`config.mk`:
```
export PLATFORM = sky130hd
export DESIGN_NAME = stand_cell_meter
export DESIGN_NICKNAME = d
export VERILOG_FILES = /design/src/rtl/stand_cell_pkg.sv /design/src/rtl/stand_cell_stat.sv /design/src/rtl/stand_cell_meter.sv
export SDC_FILE = /design/constraint.sdc
export NUM_CORES = 1
export LEC_CHECK = 0
export CAP_MARGIN = 0
export CORE_UTILIZATION = 58
export CTS_CLUSTER_DIAMETER = 200
export DETAILED_ROUTE_END_ITERATION = 16
export PLACE_DENSITY = 0.92
export SLEW_MARGIN = 20
export SYNTH_ARGS = -nofsm -noshare
export SYNTH_HDL_FRONTEND = slang
export SYNTH_SLANG_ARGS = --single-unit
export TNS_END_PERCENT = 100
```
`constraint.sdc`:
```
create_clock -name U -period 6.9 [get_ports U]
set_clock_uncertainty 0.05 [all_clocks]
set_input_delay 1.035 -clock U [delete_from_list [all_inputs] [get_ports U]]
set_output_delay 1.035 -clock U [all_outputs]
set_load 0.02 [all_outputs]
```
`src/rtl/stand_cell_pkg.sv`:
```
// Shared types and constants for the standard-cell propagation delay meter.
package stand_cell_pkg;

    typedef enum logic [1:0] {
        IDLE,
        WFALL,
        WRISE
    } state_t;

    localparam int CW_DEFAULT   = 12;
    localparam int TOUT_DEFAULT = 4000;
    localparam int TICK_NS      = 10;

endpackage

```
`src/rtl/stand_cell_stat.sv`:
```
// Last and worst-case delay holder for one propagation direction.
module stand_cell_stat
    import stand_cell_pkg::*;
#(
    parameter int CW = CW_DEFAULT
) (
    input  logic          U,
    input  logic          RESET,
    input  logic          CLR,
    input  logic          load,
    input  logic [CW-1:0] value,
    output logic [CW-1:0] last,
    output logic [CW-1:0] peak
);

    // A completion on the same tick as a clear wins: the clear only zeroes
    // what the completion is not about to overwrite.
    always_ff @(posedge U) begin
        if (RESET) begin
            last <= '0;
            peak <= '0;
        end else if (load) begin
            last <= value;
            if (CLR || value > peak) begin
                peak <= value;
            end
        end else if (CLR) begin
            last <= '0;
            peak <= '0;
        end
    end

endmodule

```
`src/rtl/stand_cell_meter.sv`:
```
// Times D -> _Q propagation of a standard cell in clock ticks and keeps
// per-direction last/max delays plus timeout, abort and spurious-edge flags.
module stand_cell_meter
    import stand_cell_pkg::*;
#(
    parameter int CW   = CW_DEFAULT,
    parameter int TOUT = TOUT_DEFAULT
) (
    input  logic          U,
    input  logic          RESET,
    input  logic          D,
    input  logic          _Q,
    input  logic          CLR,
    output logic [CW-1:0] FALL_LAST,
    output logic [CW-1:0] FALL_MAX,
    output logic [CW-1:0] RISE_LAST,
    output logic [CW-1:0] RISE_MAX,
    output logic [15:0]   NMEAS,
    output logic          BUSY,
    output logic          TMO,
    output logic          ABORT,
    output logic          SPUR
);

    state_t        state, state_nxt;
    logic [CW-1:0] cnt, cnt_nxt;
    logic          d_s, d_p, q_s, q_p;
    logic          d_edge, q_fall, q_rise;
    logic          done, wrong;
    logic          fall_done, rise_done;
    logic          set_tmo, set_abort, set_spur;

    assign d_edge = d_s ^ d_p;
    assign q_fall = q_p & ~q_s;
    assign q_rise = ~q_p & q_s;

    // The response must finish before a new D edge is interpreted, so a
    // completion and a D edge on the same tick chain into a fresh wait.
    always_comb begin
        state_nxt = state;
        cnt_nxt   = cnt;
        done      = 1'b0;
        wrong     = 1'b0;
        fall_done = 1'b0;
        rise_done = 1'b0;
        set_tmo   = 1'b0;
        set_abort = 1'b0;
        set_spur  = 1'b0;
        case (state)
            IDLE: begin
                set_spur = q_fall | q_rise;
                if (d_edge) begin
                    state_nxt = d_s ? WFALL : WRISE;
                    cnt_nxt   = CW'(1);
                end
            end
            WFALL, WRISE: begin
                done     = (state == WFALL) ? q_fall : q_rise;
                wrong    = (state == WFALL) ? q_rise : q_fall;
                set_spur = wrong;
                if (cnt != '1) begin
                    cnt_nxt = cnt + CW'(1);
                end
                if (done) begin
                    fall_done = (state == WFALL);
                    rise_done = (state == WRISE);
                    if (d_edge) begin
                        state_nxt = d_s ? WFALL : WRISE;
                        cnt_nxt   = CW'(1);
                    end else begin
                        state_nxt = IDLE;
                        cnt_nxt   = '0;
                    end
                end else if (d_edge) begin
                    set_abort = 1'b1;
                    state_nxt = d_s ? WFALL : WRISE;
                    cnt_nxt   = CW'(1);
                end else if (cnt == CW'(TOUT)) begin
                    set_tmo   = 1'b1;
                    state_nxt = IDLE;
                    cnt_nxt   = '0;
                end
            end
            default: begin
                state_nxt = IDLE;
                cnt_nxt   = '0;
            end
        endcase
    end

    // Samplers load the live pins during reset so release never looks like an edge.
    always_ff @(posedge U) begin
        if (RESET) begin
            d_s   <= D;
            d_p   <= D;
            q_s   <= _Q;
            q_p   <= _Q;
            state <= IDLE;
            cnt   <= '0;
            NMEAS <= '0;
            TMO   <= 1'b0;
            ABORT <= 1'b0;
            SPUR  <= 1'b0;
        end else begin
            d_p   <= d_s;
            d_s   <= D;
            q_p   <= q_s;
            q_s   <= _Q;
            state <= state_nxt;
            cnt   <= cnt_nxt;
            NMEAS <= (CLR ? 16'd0 : NMEAS) + {15'd0, fall_done | rise_done};
            TMO   <= (TMO   & ~CLR) | set_tmo;
            ABORT <= (ABORT & ~CLR) | set_abort;
            SPUR  <= (SPUR  & ~CLR) | set_spur;
        end
    end

    assign BUSY = (state == WFALL) || (state == WRISE);

    stand_cell_stat #(.CW(CW)) u_fall (
        .U     (U),
        .RESET (RESET),
        .CLR   (CLR),
        .load  (fall_done),
        .value (cnt),
        .last  (FALL_LAST),
        .peak  (FALL_MAX)
    );

    stand_cell_stat #(.CW(CW)) u_rise (
        .U     (U),
        .RESET (RESET),
        .CLR   (CLR),
        .load  (rise_done),
        .value (cnt),
        .last  (RISE_LAST),
        .peak  (RISE_MAX)
    );

endmodule

```
==> results by group, run 1 <==
Clock tree
  • Number of gates given a new drive strength after cts: 0
  • Clock buffers created by TritonCTS: 9
  • Total number of H-tree levels: 3
  • Clock latency on the worst-skew pair: between 300 and 400 ps
  • Hold buffers post-CTS: 0
  • Maximum buffer depth of the clock tree: 2
  • Buffers inserted by post-CTS timing repair: 0
  • CTS tree: yes
  • Clock edge transition at the registers on the reported setup and hold paths: 90 ps
  • Sinks on Clock Net: 85
  • Root Buffer Master: sky130_fd_sc_hd__clkbuf_8

Routing
  • Initial DRC Count: 221
  • Via total after detailed routing: slightly below 4000
  • Number of iterations in the first detailed-routing pass: 5
  • Final routed DRC violation total: 0
  • Total detailed-routing wirelength: between 10 and 15 mm
  • Routed length per placed instance: 15.3 um
  • Remaining antenna violation count after routing: 0
  • Via density per instance: between 5 and 6

Place
  • Final GP Congestion: 0.884
  • Worst setup timing slack at the placement stage: 3380 ps
  • Buffers added on ports: 72
  • Post-detailed-placement cell area: 5090 um2
  • DP Wirelength: 7.34 mm
  • Post-Place Cells: 661

Timing
  • Total Neg Setup Slack: 0 ps
  • Min Hold Slack: 410 ps
  • Count of final max-slew check failures: 0
  • RSZ-0062 raised after global routing: false
  • Period Utilization, post-route: 50.1%
  • Worst-case headroom to the max-slew limit: ~39%
  • Setup ws final: 3440 ps
  • Final-report setup violation count: 0
  • Transition at the pin with the smallest max-transition slack: between 900 and 1000 ps
  • Final worst path period need: 3460 ps
  • Number of endpoints with negative hold slack in the final report: 0
  • Highest Clock Rate: 289 MHz

Power
  • Clock power share: 38.4%
  • Pwr Density: 206 nW/um2
  • Net load switching power: 0.293 mW
  • Switching share of total power: 26.8%
  • Worst IR drop on VDD: 143 uV
  • Reg power frac: 46.6%
  • Total Power Consumption: 1.10 mW
  • LEAKAGE: 2.00 nW
  • Combinational group share of total power: ~15%
  • Internal Pwr Total: 0.803 mW

Job
  • Max Cap Viol: 0

Setup path
  • Worst Setup End Kind: register
  • Arrival @ worst endpoint: 3700 ps
  • Slowest stage cell on the critical path: sky130_fd_sc_hd__nor2_1
  • Internal reg-to-reg setup slack: 3440 ps
  • Max stage delay on crit path: between 500 and 600 ps
  • Crit path cell chain: inv_1, ha_1, nand2_1, nor2_1, or2_2, ha_1, ha_1, nor4b_2, nand2_1, or3_1, a21oi_1
  • Worst path depth: 11
  • FF-to-FF Start: state[1]
  • Cell repeated most along the worst path: sky130_fd_sc_hd__ha_1
  • Count of cells along the worst register-to-register path: 11
  • Count of buffering cells on the critical path with inverters included: 1
  • Worst flop-to-flop path endpoint: NMEAS[12]
  • Kind of critical path: reg -> reg
  • Peak fanout along the critical path: 12
  • Top cell family by delay on the critical path: simple AND/OR/NAND/NOR gates
  • Startpoint Class: register
  • Required time at the endpoint of the critical path: 7140 ps

Synthesis
  • Proportion of synthesized chip area in sequential cells: 39.1%
  • Register bit total from synthesis: 85
  • Synthesized Nets: 557
  • Synth Instances: 515
  • Yosys synthesis warning count: 0
  • Main synth FF type: sky130_fd_sc_hd__dfxtp_1
  • Netlist area before placement: 4360 um2
  • Fraction of synthesis flops using an asynchronous set or reset pin: 0%
  • EDFF count, synth: 0
  • Average cell area after synthesis: ~8.5 um2
  • Number of distinct library cell variants in the gate-level netlist after synthesis: about 50

Finish
  • Filler-free cell count of the finished design: between 600 and 700
  • Final net count: ~620
  • Final design area excluding fillers: 5330 um2
  • Leading cell types in the layout, fill and taps excluded: sky130_fd_sc_hd__dfxtp_1 (85), sky130_fd_sc_hd__clkdlybuf4s50_1 (71), sky130_fd_sc_hd__nor2_1 (60)
  • Area occupied by registers: 1700 um2
  • Fraction of layout instances using a drive strength above 1: under 10%
  • Final design utilization: 73.5%
  • Antenna diode instance count: 0
  • Synth-to-Final Area Change: 22.3%
  • Commonest non-fill, non-tap cell in the layout: sky130_fd_sc_hd__dfxtp_1
  • Fillers: 503
  • Area taken by multi-input logic gates: 2400 um2

GRT
  • Antenna violations before repair: 0
  • Global-route wire length before repair: around 17 mm
  • Aggregate global-route resource usage: 27.5%
  • GRT Residual Overflow: 0
  • Via count of the first global-routing pass: ~3700
  • Pin count of the biggest net entering global routing: 95

Worst hold path
  • WHS Path Cells: 2
  • Start point of the worst min-delay path: u_fall.last[4]
  • Sink of the worst hold path: u_fall.last[4]
  • Worst hold-check path type: reg -> reg

Floorplan
  • Effective utilization at floorplan: 60.1%
  • Count of standard-cell rows: 31
  • Core ar.: 7250 um2
  • Die Height: roughly 90 um
  • Width of the die: 88.7 um
  • Number of primary I/O pins: 73
  • Die area: roughly 8000 um2

Status
  • Outcome: finished, final reports clean
[worst max-delay path by stage]
| stage | from | slack [ps] | endpoint |
|---|---|---|---|
| finish | state[1] | 3440 | NMEAS[12] |
| global route | state[0] | 3100 | NMEAS[12] |
| CTS | state[1] | 3470 | NMEAS[12] |
| detailed placement | CLR | 3380 | NMEAS[12] |
| global placement | CLR | 3530 | NMEAS[12] |
| floorplan | state[0] | 3680 | NMEAS[12] |
[cell usage after synthesis (all sizes together), types with 2 or more instances]
master   n  area (um2)
dfxtp   85        1700
nor2    61         231
a21oi   50         250
nand2   44         165
inv     38         143
ha      37         463
clkbuf  20        75.1
o21ai   20         100
nand3   18         100
o41ai   16         159
mux2i   13         143
nor2b   12        75.1
or3     11        73.8
and2    10        62.6
nand4   10        62.6
nor3     8        50.1
buf      7        41.3
a21o     6        45.0
xor2     6        52.6
xnor2    5        43.8
a22oi    4        30.0
or2      4        25.0
or3b     4        35.0
a211oi   3        22.5
nor4     3        18.8
o31a     3        26.3
and3     2        12.5
nand2b   2        20.0
nor3b    2        15.0
o211ai   2        15.0
[sequential cells by signal, indices dropped and copies added, names as in the netlist, 2 cells and up]
name         flops
NMEAS           16
cnt             12
u_fall.last     12
u_fall.peak     12
u_rise.last     12
u_rise.peak     12
state            2
[metal layers]
layer / part of all wire, % / global-route usage [%]
met3: 4.5 / 3.64
met2: 50 / 48.3
met4: 2.2 / 12.6
met1: 43 / 33.5
met5: 0 / 0
[kinds of logic after synthesis]
logic type	count (synthesis)	synth area share [%]
simple gates	194	22.5
compound gates	109	16.1
flops	85	39.1
buf+inv	65	5.94
fa+ha+maj	37	10.6
mux	14	3.53
xor+xnor	11	2.21
[power groups by stage]
stage	registers (mW)	clock network (mW)	logic, mW
CTS	0.511	0.421	0.164
detailed placement	0.522	0	0.163
global route	0.512	0.438	0.184
floorplan	0.522	0	0.128
finish	0.511	0.420	0.165
global placement	0.521	0	0.159
[tightest hold or removal path: stages (launching register included)]
cell	delay, ps
sky130_fd_sc_hd__dfxtp_1	310
sky130_fd_sc_hd__nand2_1	50
sky130_fd_sc_hd__a21oi_1	50
[cell type report]
class	count	area share, %
clock buffer	9	2.32
clock inverter	6	2.09
inverter	38	2.68
multi-input combinational	365	45.0
sequential	85	31.9
tap	99	2.32
timing repair buffer	74	13.7
No activity file was read; power rests on OpenSTA's default activity.
==> inputs of run 2 (changes only) <==
--- a/config.mk
+++ b/config.mk
@@ -6,10 +6,10 @@
 export NUM_CORES = 1
 export LEC_CHECK = 0
 export CAP_MARGIN = 0
-export CORE_UTILIZATION = 58
+export CORE_UTILIZATION = 53
 export CTS_CLUSTER_DIAMETER = 200
 export DETAILED_ROUTE_END_ITERATION = 16
-export PLACE_DENSITY = 0.92
+export PLACE_DENSITY = 0.86
 export SLEW_MARGIN = 20
 export SYNTH_ARGS = -nofsm -noshare
 export SYNTH_HDL_FRONTEND = slang
==> constraint.sdc (replaced) <==
create_clock -name U -period 3.2 [get_ports U]
set_clock_uncertainty 0.05 [all_clocks]
set_input_delay 0.48 -clock U [delete_from_list [all_inputs] [get_ports U]]
set_output_delay 0.48 -clock U [all_outputs]
set_load 0.02 [all_outputs]
==> run 2 against run 1 <==
Against the previous run:
- design area grew 0.14%
- critical path depth unchanged
- power is 99% higher
- critical path type unchanged
==> results by group, run 2 (synthesized netlist as in run 1, its figures left out) <==
Setup path
  • Count of cells along the worst register-to-register path: 11 (unchanged)
  • Internal reg-to-reg setup slack: 290 ps (was 3440 ps)
  • Worst flop-to-flop path endpoint: NMEAS[12] (unchanged)
  • FF-to-FF Start: state[0] (was state[1])
  • Arrival @ worst endpoint: 3160 ps (was 3700 ps)
  • Worst Setup End Kind: register (unchanged)
  • Startpoint Class: register (unchanged)
  • Kind of critical path: reg -> reg (unchanged)
  • Required time at the endpoint of the critical path: 3450 ps (was 7140 ps)
  • Peak fanout along the critical path: 9 (was 12)

Timing
  • Final-report setup violation count: 0 (unchanged)
  • Count of final max-slew check failures: 0 (unchanged)
  • Number of endpoints with negative hold slack in the final report: 0 (unchanged)
  • Final worst path period need: 2910 ps (was 3460 ps)
  • Transition at the pin with the smallest max-transition slack: 899 ps (was 910 ps)
  • Worst-case headroom to the max-slew limit: 40.1% (was 39.4%)
  • Highest Clock Rate: 343 MHz (was 289 MHz)
  • RSZ-0062 raised after global routing: false (unchanged)
  • Total Neg Setup Slack: 0 ps (unchanged)
  • Period Utilization, post-route: 91.0% (was 50.1%)

GRT
  • Via count of the first global-routing pass: 3731 (was 3660)
  • Antenna violations before repair: 0 (unchanged)
  • GRT Residual Overflow: 0 (unchanged)
  • Global-route wire length before repair: 17.1 mm (was 16.8 mm)
  • Aggregate global-route resource usage: 25.1% (was 27.5%)
  • Pin count of the biggest net entering global routing: 41 (was 95)

Power
  • Pwr Density: 408 nW/um2 (was 206 nW/um2)
  • Worst IR drop on VDD: 235 uV (was 143 uV)
  • LEAKAGE: 2.01 nW (was 2.00 nW)
  • Total Power Consumption: 2.18 mW (was 1.10 mW)

Finish
  • Commonest non-fill, non-tap cell in the layout: sky130_fd_sc_hd__dfxtp_1 (unchanged)
  • Final net count: 623 (was 615)
  • Filler-free cell count of the finished design: 688 (was 676)
  • Final design area excluding fillers: 5340 um2 (was 5330 um2)
  • Max FFs per register: 16 (unchanged)
  • Fraction of layout instances using a drive strength above 1: 7.17% (was 6.07%)
  • Final design utilization: 68.0% (was 73.5%)
  • Register bank with the most flops: NMEAS (unchanged)
  • Synth-to-Final Area Change: 22.5% (was 22.3%)
  • Leading cell types in the layout, fill and taps excluded: sky130_fd_sc_hd__dfxtp_1 (85), sky130_fd_sc_hd__clkdlybuf4s50_1 (71), sky130_fd_sc_hd__nor2_1 (60) (unchanged)
  • Antenna diode instance count: 0 (unchanged)

Floorplan
  • Effective utilization at floorplan: 55.5% (was 60.1%)
  • Count of standard-cell rows: 32 (was 31)
  • Number of primary I/O pins: 73 (unchanged)
  • Width of the die: 92.7 um (was 88.7 um)
  • Die Height: 92.7 um (was 88.7 um)
  • Die area: 8590 um2 (was 7860 um2)
  • Core ar.: 7850 um2 (was 7250 um2)

Routing
  • Final routed DRC violation total: 0 (unchanged)
  • Number of iterations in the first detailed-routing pass: 4 (was 5)
  • Initial DRC Count: 277 (was 221)
  • Via total after detailed routing: 3922 (was 3902)
  • Remaining antenna violation count after routing: 0 (unchanged)
  • Routed length per placed instance: 15.1 um (was 15.3 um)
  • Total detailed-routing wirelength: 10.4 mm (was 10.3 mm)
  • Via density per instance: 5.70 (was 5.77)

Worst hold path
  • Sink of the worst hold path: u_fall.last[1] (was u_fall.last[4])
  • Start point of the worst min-delay path: u_fall.last[1] (was u_fall.last[4])
  • Worst hold-check path type: reg -> reg (unchanged)
  • WHS Path Cells: 2 (unchanged)

Status
  • Outcome: finished, final reports clean (unchanged)

Clock tree
  • CTS tree: yes (unchanged)
  • Clock buffers created by TritonCTS: 9 (unchanged)
  • Clock edge transition at the registers on the reported setup and hold paths: 80 ps (was 90 ps)
  • Sinks on Clock Net: 85 (unchanged)
  • Root Buffer Master: sky130_fd_sc_hd__clkbuf_8 (unchanged)
  • Maximum buffer depth of the clock tree: 2 (unchanged)
  • Total number of H-tree levels: 3 (unchanged)
  • Clock latency on the worst-skew pair: 370 ps (was 360 ps)
  • Hold buffers post-CTS: 0 (unchanged)
  • Buffers inserted by post-CTS timing repair: 0 (unchanged)
  • Number of gates given a new drive strength after cts: 0 (unchanged)

Place
  • DP Wirelength: 7.48 mm (was 7.34 mm)
  • Post-Place Cells: 672 (was 661)
  • Final GP Congestion: 0.828 (was 0.884)
  • Buffers added on ports: 72 (unchanged)
  • Post-detailed-placement cell area: 5160 um2 (was 5090 um2)

Job
  • Max Cap Viol: 0 (unchanged)
-- run 2: cell types whose count changed in the layout (fill, tap and decap cells not counted), sizes merged --
cell | previous run | this run
buf | 3 | 11
bufinv | 3 | 0
clkbuf | 9 | 12
clkinv | 1 | 3
inv | 39 | 38
-- run 2: power breakdown --
part	switching (mW)	internal (mW)	total, mW
combinational	0.231	0.149	0.380
clock	0.391	0.308	0.698
sequential	0.0227	1.08	1.10
-- run 2: routing by layer --
metal  vias to the layer above  wire length (um)  track usage, %
met1                      1842              4430            30.2
met5                         -                 0               0
met2                       134              5110            42.6
li1                       1926                 -               -
met3                        20               584            4.52
met4                         0               280            13.5
-- run 2: worst max-delay path by stage --
stage / cells past startpoint / slack [ps] / start / to
2_1_floorplan: 13 / 80 / state[0] / NMEAS[12]
3_3_place_gp: 11 / 480 / state[0] / NMEAS[12]
3_5_place_dp: 11 / 360 / state[0] / NMEAS[12]
4_1_cts: 11 / 330 / state[0] / NMEAS[12]
5_1_grt: 11 / 40 / state[1] / NMEAS[12]
6_report: 11 / 290 / state[0] / NMEAS[12]
-- run 2: cell type report --
class	count	area, um2
repair buffers	82	791
inverters	38	143
flip-flops and latches	85	1700
clock buffers	12	145
fillers	647	2510
well taps	102	128
clock inverters	4	33.8
multi-input cells	365	2400
-- run 2: per-stage QoR --
| step | setup slack, ps | hold WS (ps) |
|---|---|---|
| floorplan | 79.7 | 419 |
| global placement | 475 | 398 |
| detailed placement | 357 | 396 |
| CTS | 327 | 414 |
| global route | 37.1 | 425 |
| finish | 288 | 410 |
-- run 2: critical path, cell delays in order, from the launching register on --
cell and delay [ps]:
sky130_fd_sc_hd__dfxtp_1 390, sky130_fd_sc_hd__inv_1 80, sky130_fd_sc_hd__ha_1 450, sky130_fd_sc_hd__nand2_1 150, sky130_fd_sc_hd__nor2_1 150, sky130_fd_sc_hd__or2_2 170, sky130_fd_sc_hd__ha_1 160, sky130_fd_sc_hd__ha_1 200
sky130_fd_sc_hd__nor4b_2 390, sky130_fd_sc_hd__nand2_1 150, sky130_fd_sc_hd__or3_1 360, sky130_fd_sc_hd__a21oi_1 140
==> inputs of run 3 (changes only) <==
--- a/config.mk
+++ b/config.mk
@@ -5,11 +5,11 @@
 export SDC_FILE = /design/constraint.sdc
 export NUM_CORES = 1
 export LEC_CHECK = 0
-export CAP_MARGIN = 0
-export CORE_UTILIZATION = 53
+export CORE_UTILIZATION = 58
 export CTS_CLUSTER_DIAMETER = 200
 export DETAILED_ROUTE_END_ITERATION = 16
-export PLACE_DENSITY = 0.86
+export PLACE_DENSITY = 0.92
+export SETUP_SLACK_MARGIN = 0.2
 export SLEW_MARGIN = 20
 export SYNTH_ARGS = -nofsm -noshare
 export SYNTH_HDL_FRONTEND = slang
==> constraint.sdc (replaced) <==
create_clock -name U -period 3.8 [get_ports U]
set_clock_uncertainty 0.05 [all_clocks]
set_input_delay 0.57 -clock U [delete_from_list [all_inputs] [get_ports U]]
set_output_delay 0.57 -clock U [all_outputs]
set_load 0.02 [all_outputs]
==> run 3 against run 2 <==
Against the previous run:
- die area shrank 8.4%
- highest routed layer unchanged
- clock-buffer cell count fell by 1
- global-route usage rose by 3.1 points
- via count rose by 1.7%
- combinational power is 18% lower
- first-iteration DRC count down 7.9%
- critical endpoint unchanged
==> results by group, run 3 (synthesized netlist as in run 1, its figures left out) <==
Status
  • Outcome: finished, final reports clean (unchanged)

Routing
  • Number of iterations in the first detailed-routing pass: 5 (was 4)
  • Remaining antenna violation count after routing: 0 (unchanged)
  • Routed length per placed instance: 15.9 um (was 15.1 um)
  • Via density per instance: 5.86 (was 5.70)
  • Final routed DRC violation total: 0 (unchanged)
  • Initial DRC Count: 255 (was 277)
  • Via total after detailed routing: 3988 (was 3922)
  • Total detailed-routing wirelength: 10.8 mm (was 10.4 mm)

Timing
  • Final-report setup violation count: 0 (unchanged)
  • Highest Clock Rate: 321 MHz (was 343 MHz)
  • Worst-case headroom to the max-slew limit: 38.8% (was 40.1%)
  • Count of final max-slew check failures: 0 (unchanged)
  • Final worst path period need: 3120 ps (was 2910 ps)
  • Total Neg Setup Slack: 0 ps (unchanged)
  • Setup ws final: 680 ps (was 288 ps)
  • Min Hold Slack: 411 ps (was 410 ps)
  • RSZ-0062 raised after global routing: false (unchanged)
  • Transition at the pin with the smallest max-transition slack: 918 ps (was 899 ps)
  • Period Utilization, post-route: 82.1% (was 91.0%)
  • Number of endpoints with negative hold slack in the final report: 0 (unchanged)

Place
  • Worst setup timing slack at the placement stage: 766 ps (was 357 ps)
  • Final GP Congestion: 0.900 (was 0.828)
  • Post-Place Cells: 664 (was 672)
  • DP Wirelength: 7.71 mm (was 7.48 mm)
  • Post-detailed-placement cell area: 5120 um2 (was 5160 um2)
  • Buffers added on ports: 72 (unchanged)

Power
  • LEAKAGE: 2.00 nW (was 2.01 nW)
  • Clock power share: 34.6% (was 32.1%)
  • Reg power frac: 49.0% (was 50.5%)
  • Net load switching power: 0.544 mW (was 0.644 mW)
  • Internal Pwr Total: 1.35 mW (was 1.53 mW)
  • Pwr Density: 356 nW/um2 (was 408 nW/um2)
  • Combinational group share of total power: 16.4% (was 17.4%)
  • Total Power Consumption: 1.89 mW (was 2.18 mW)
  • Switching share of total power: 28.8% (was 29.6%)
  • Worst IR drop on VDD: 228 uV (was 235 uV)

Finish
  • Area taken by multi-input logic gates: 2400 um2 (unchanged)
  • Register bank with the most flops: NMEAS (unchanged)
  • Leading cell types in the layout, fill and taps excluded: sky130_fd_sc_hd__dfxtp_1 (85), sky130_fd_sc_hd__clkdlybuf4s50_1 (71), sky130_fd_sc_hd__nor2_1 (60) (unchanged)
  • Final net count: 618 (was 623)
  • Fraction of layout instances using a drive strength above 1: 6.54% (was 7.17%)
  • Commonest non-fill, non-tap cell in the layout: sky130_fd_sc_hd__dfxtp_1 (unchanged)
  • Fillers: 505 (was 647)
  • Final design area excluding fillers: 5320 um2 (was 5340 um2)
  • Filler-free cell count of the finished design: 680 (was 688)
  • Synth-to-Final Area Change: 22.1% (was 22.5%)
  • Max FFs per register: 16 (unchanged)
  • Area occupied by registers: 1700 um2 (unchanged)
  • Antenna diode instance count: 0 (unchanged)
  • Final design utilization: 73.3% (was 68.0%)

Setup path
  • Worst flop-to-flop path endpoint: NMEAS[12] (unchanged)
  • Peak fanout along the critical path: 12 (was 9)
  • Worst Setup End Kind: register (unchanged)
  • Count of cells along the worst register-to-register path: 12 (was 11)
  • Internal reg-to-reg setup slack: 680 ps (was 290 ps)
  • FF-to-FF Start: state[0] (unchanged)
  • Kind of critical path: reg -> reg (unchanged)
  • Arrival @ worst endpoint: 3370 ps (was 3160 ps)
  • Required time at the endpoint of the critical path: 4050 ps (was 3450 ps)
  • Startpoint Class: register (unchanged)

Floorplan
  • Count of standard-cell rows: 31 (was 32)
  • Effective utilization at floorplan: 60.1% (was 55.5%)
  • Die area: 7860 um2 (was 8590 um2)
  • Number of primary I/O pins: 73 (unchanged)
  • Width of the die: 88.7 um (was 92.7 um)
  • Core ar.: 7250 um2 (was 7850 um2)
  • Die Height: 88.7 um (was 92.7 um)

Clock tree
  • Sinks on Clock Net: 85 (unchanged)
  • Total number of H-tree levels: 3 (unchanged)
  • Buffers inserted by post-CTS timing repair: 0 (unchanged)
  • Clock edge transition at the registers on the reported setup and hold paths: 80 ps (about the same)
  • Number of gates given a new drive strength after cts: 0 (unchanged)
  • CTS tree: yes (unchanged)
  • Maximum buffer depth of the clock tree: 2 (unchanged)
  • Hold buffers post-CTS: 0 (unchanged)
  • Clock latency on the worst-skew pair: 360 ps (was 370 ps)
  • Root Buffer Master: sky130_fd_sc_hd__clkbuf_8 (unchanged)
  • Clock buffers created by TritonCTS: 9 (unchanged)

GRT
  • Aggregate global-route resource usage: 28.3% (was 25.1%)
  • Met2 Track Usage GR: 47.8% (was 42.6%)
  • GRT Residual Overflow: 0 (unchanged)
  • Pin count of the biggest net entering global routing: 53 (was 41)
  • Antenna violations before repair: 0 (unchanged)
  • Global-route wire length before repair: 17.1 mm (unchanged)
  • GR peak layer: met2 (unchanged)
  • Met3 capacity usage during global routing: 4.01% (was 4.52%)
  • Via count of the first global-routing pass: 3793 (was 3731)
  • Fraction of met1 tracks used by global routing: 34.2% (was 30.2%)

Worst hold path
  • WHS Path Cells: 2 (unchanged)
  • Worst hold-check path type: reg -> reg (unchanged)
  • Start point of the worst min-delay path: u_fall.last[9] (was u_fall.last[1])
  • Sink of the worst hold path: u_fall.last[9] (was u_fall.last[1])

Job
  • Max Cap Viol: 0 (unchanged)
run 3: power groups by stage:
stage / combinational [mW] / clock [mW] / sequential [mW]
finish: 0.311 / 0.655 / 0.927
global route: 0.341 / 0.691 / 0.930
CTS: 0.308 / 0.651 / 0.926
detailed placement: 0.304 / 0 / 0.947
global placement: 0.292 / 0 / 0.945
floorplan: 0.233 / 0 / 0.948
run 3: layout make-up:
| type | instances | area share [%] |
|---|---|---|
| Multi-Input combinational cell | 365 | 45.1 |
| Sequential cell | 85 | 32.0 |
| Timing Repair Buffer | 77 | 14.2 |
| Inverter | 38 | 2.68 |
| Clock buffer | 11 | 2.66 |
| Tap cell | 99 | 2.33 |
| Clock inverter | 5 | 1.11 |
run 3: metal layers:
| layer | part of all wire, % | vias to the layer above |
|---|---|---|
| met5 | 0 | - |
| li1 | - | 1914 |
| met2 | 49 | 158 |
| met4 | 3.5 | 0 |
| met1 | 42 | 1882 |
| met3 | 5.8 | 34 |
run 3: worst max-delay path by stage:
stage                     cells past startpoint   endpoint  startpoint
after floorplan                              13  NMEAS[12]    state[0]
after global placement                       12  NMEAS[12]    state[0]
after detailed placement                     12  NMEAS[12]    state[0]
after CTS                                    12  NMEAS[12]    state[0]
after global routing                         12  NMEAS[12]    state[0]
final                                        12  NMEAS[12]    state[0]
run 3: worst max-delay path, cell delays in order, from the launching register on:
cell and delay [ps]:
sky130_fd_sc_hd__dfxtp_1 390, sky130_fd_sc_hd__inv_1 90, sky130_fd_sc_hd__ha_1 460, sky130_fd_sc_hd__nand2_1 160, sky130_fd_sc_hd__nor2_1 110, sky130_fd_sc_hd__buf_4 170
sky130_fd_sc_hd__or2_2 150, sky130_fd_sc_hd__ha_1 150, sky130_fd_sc_hd__ha_1 210, sky130_fd_sc_hd__nor4b_2 430, sky130_fd_sc_hd__nand2_1 160, sky130_fd_sc_hd__or3_1 370
sky130_fd_sc_hd__a21oi_1 140
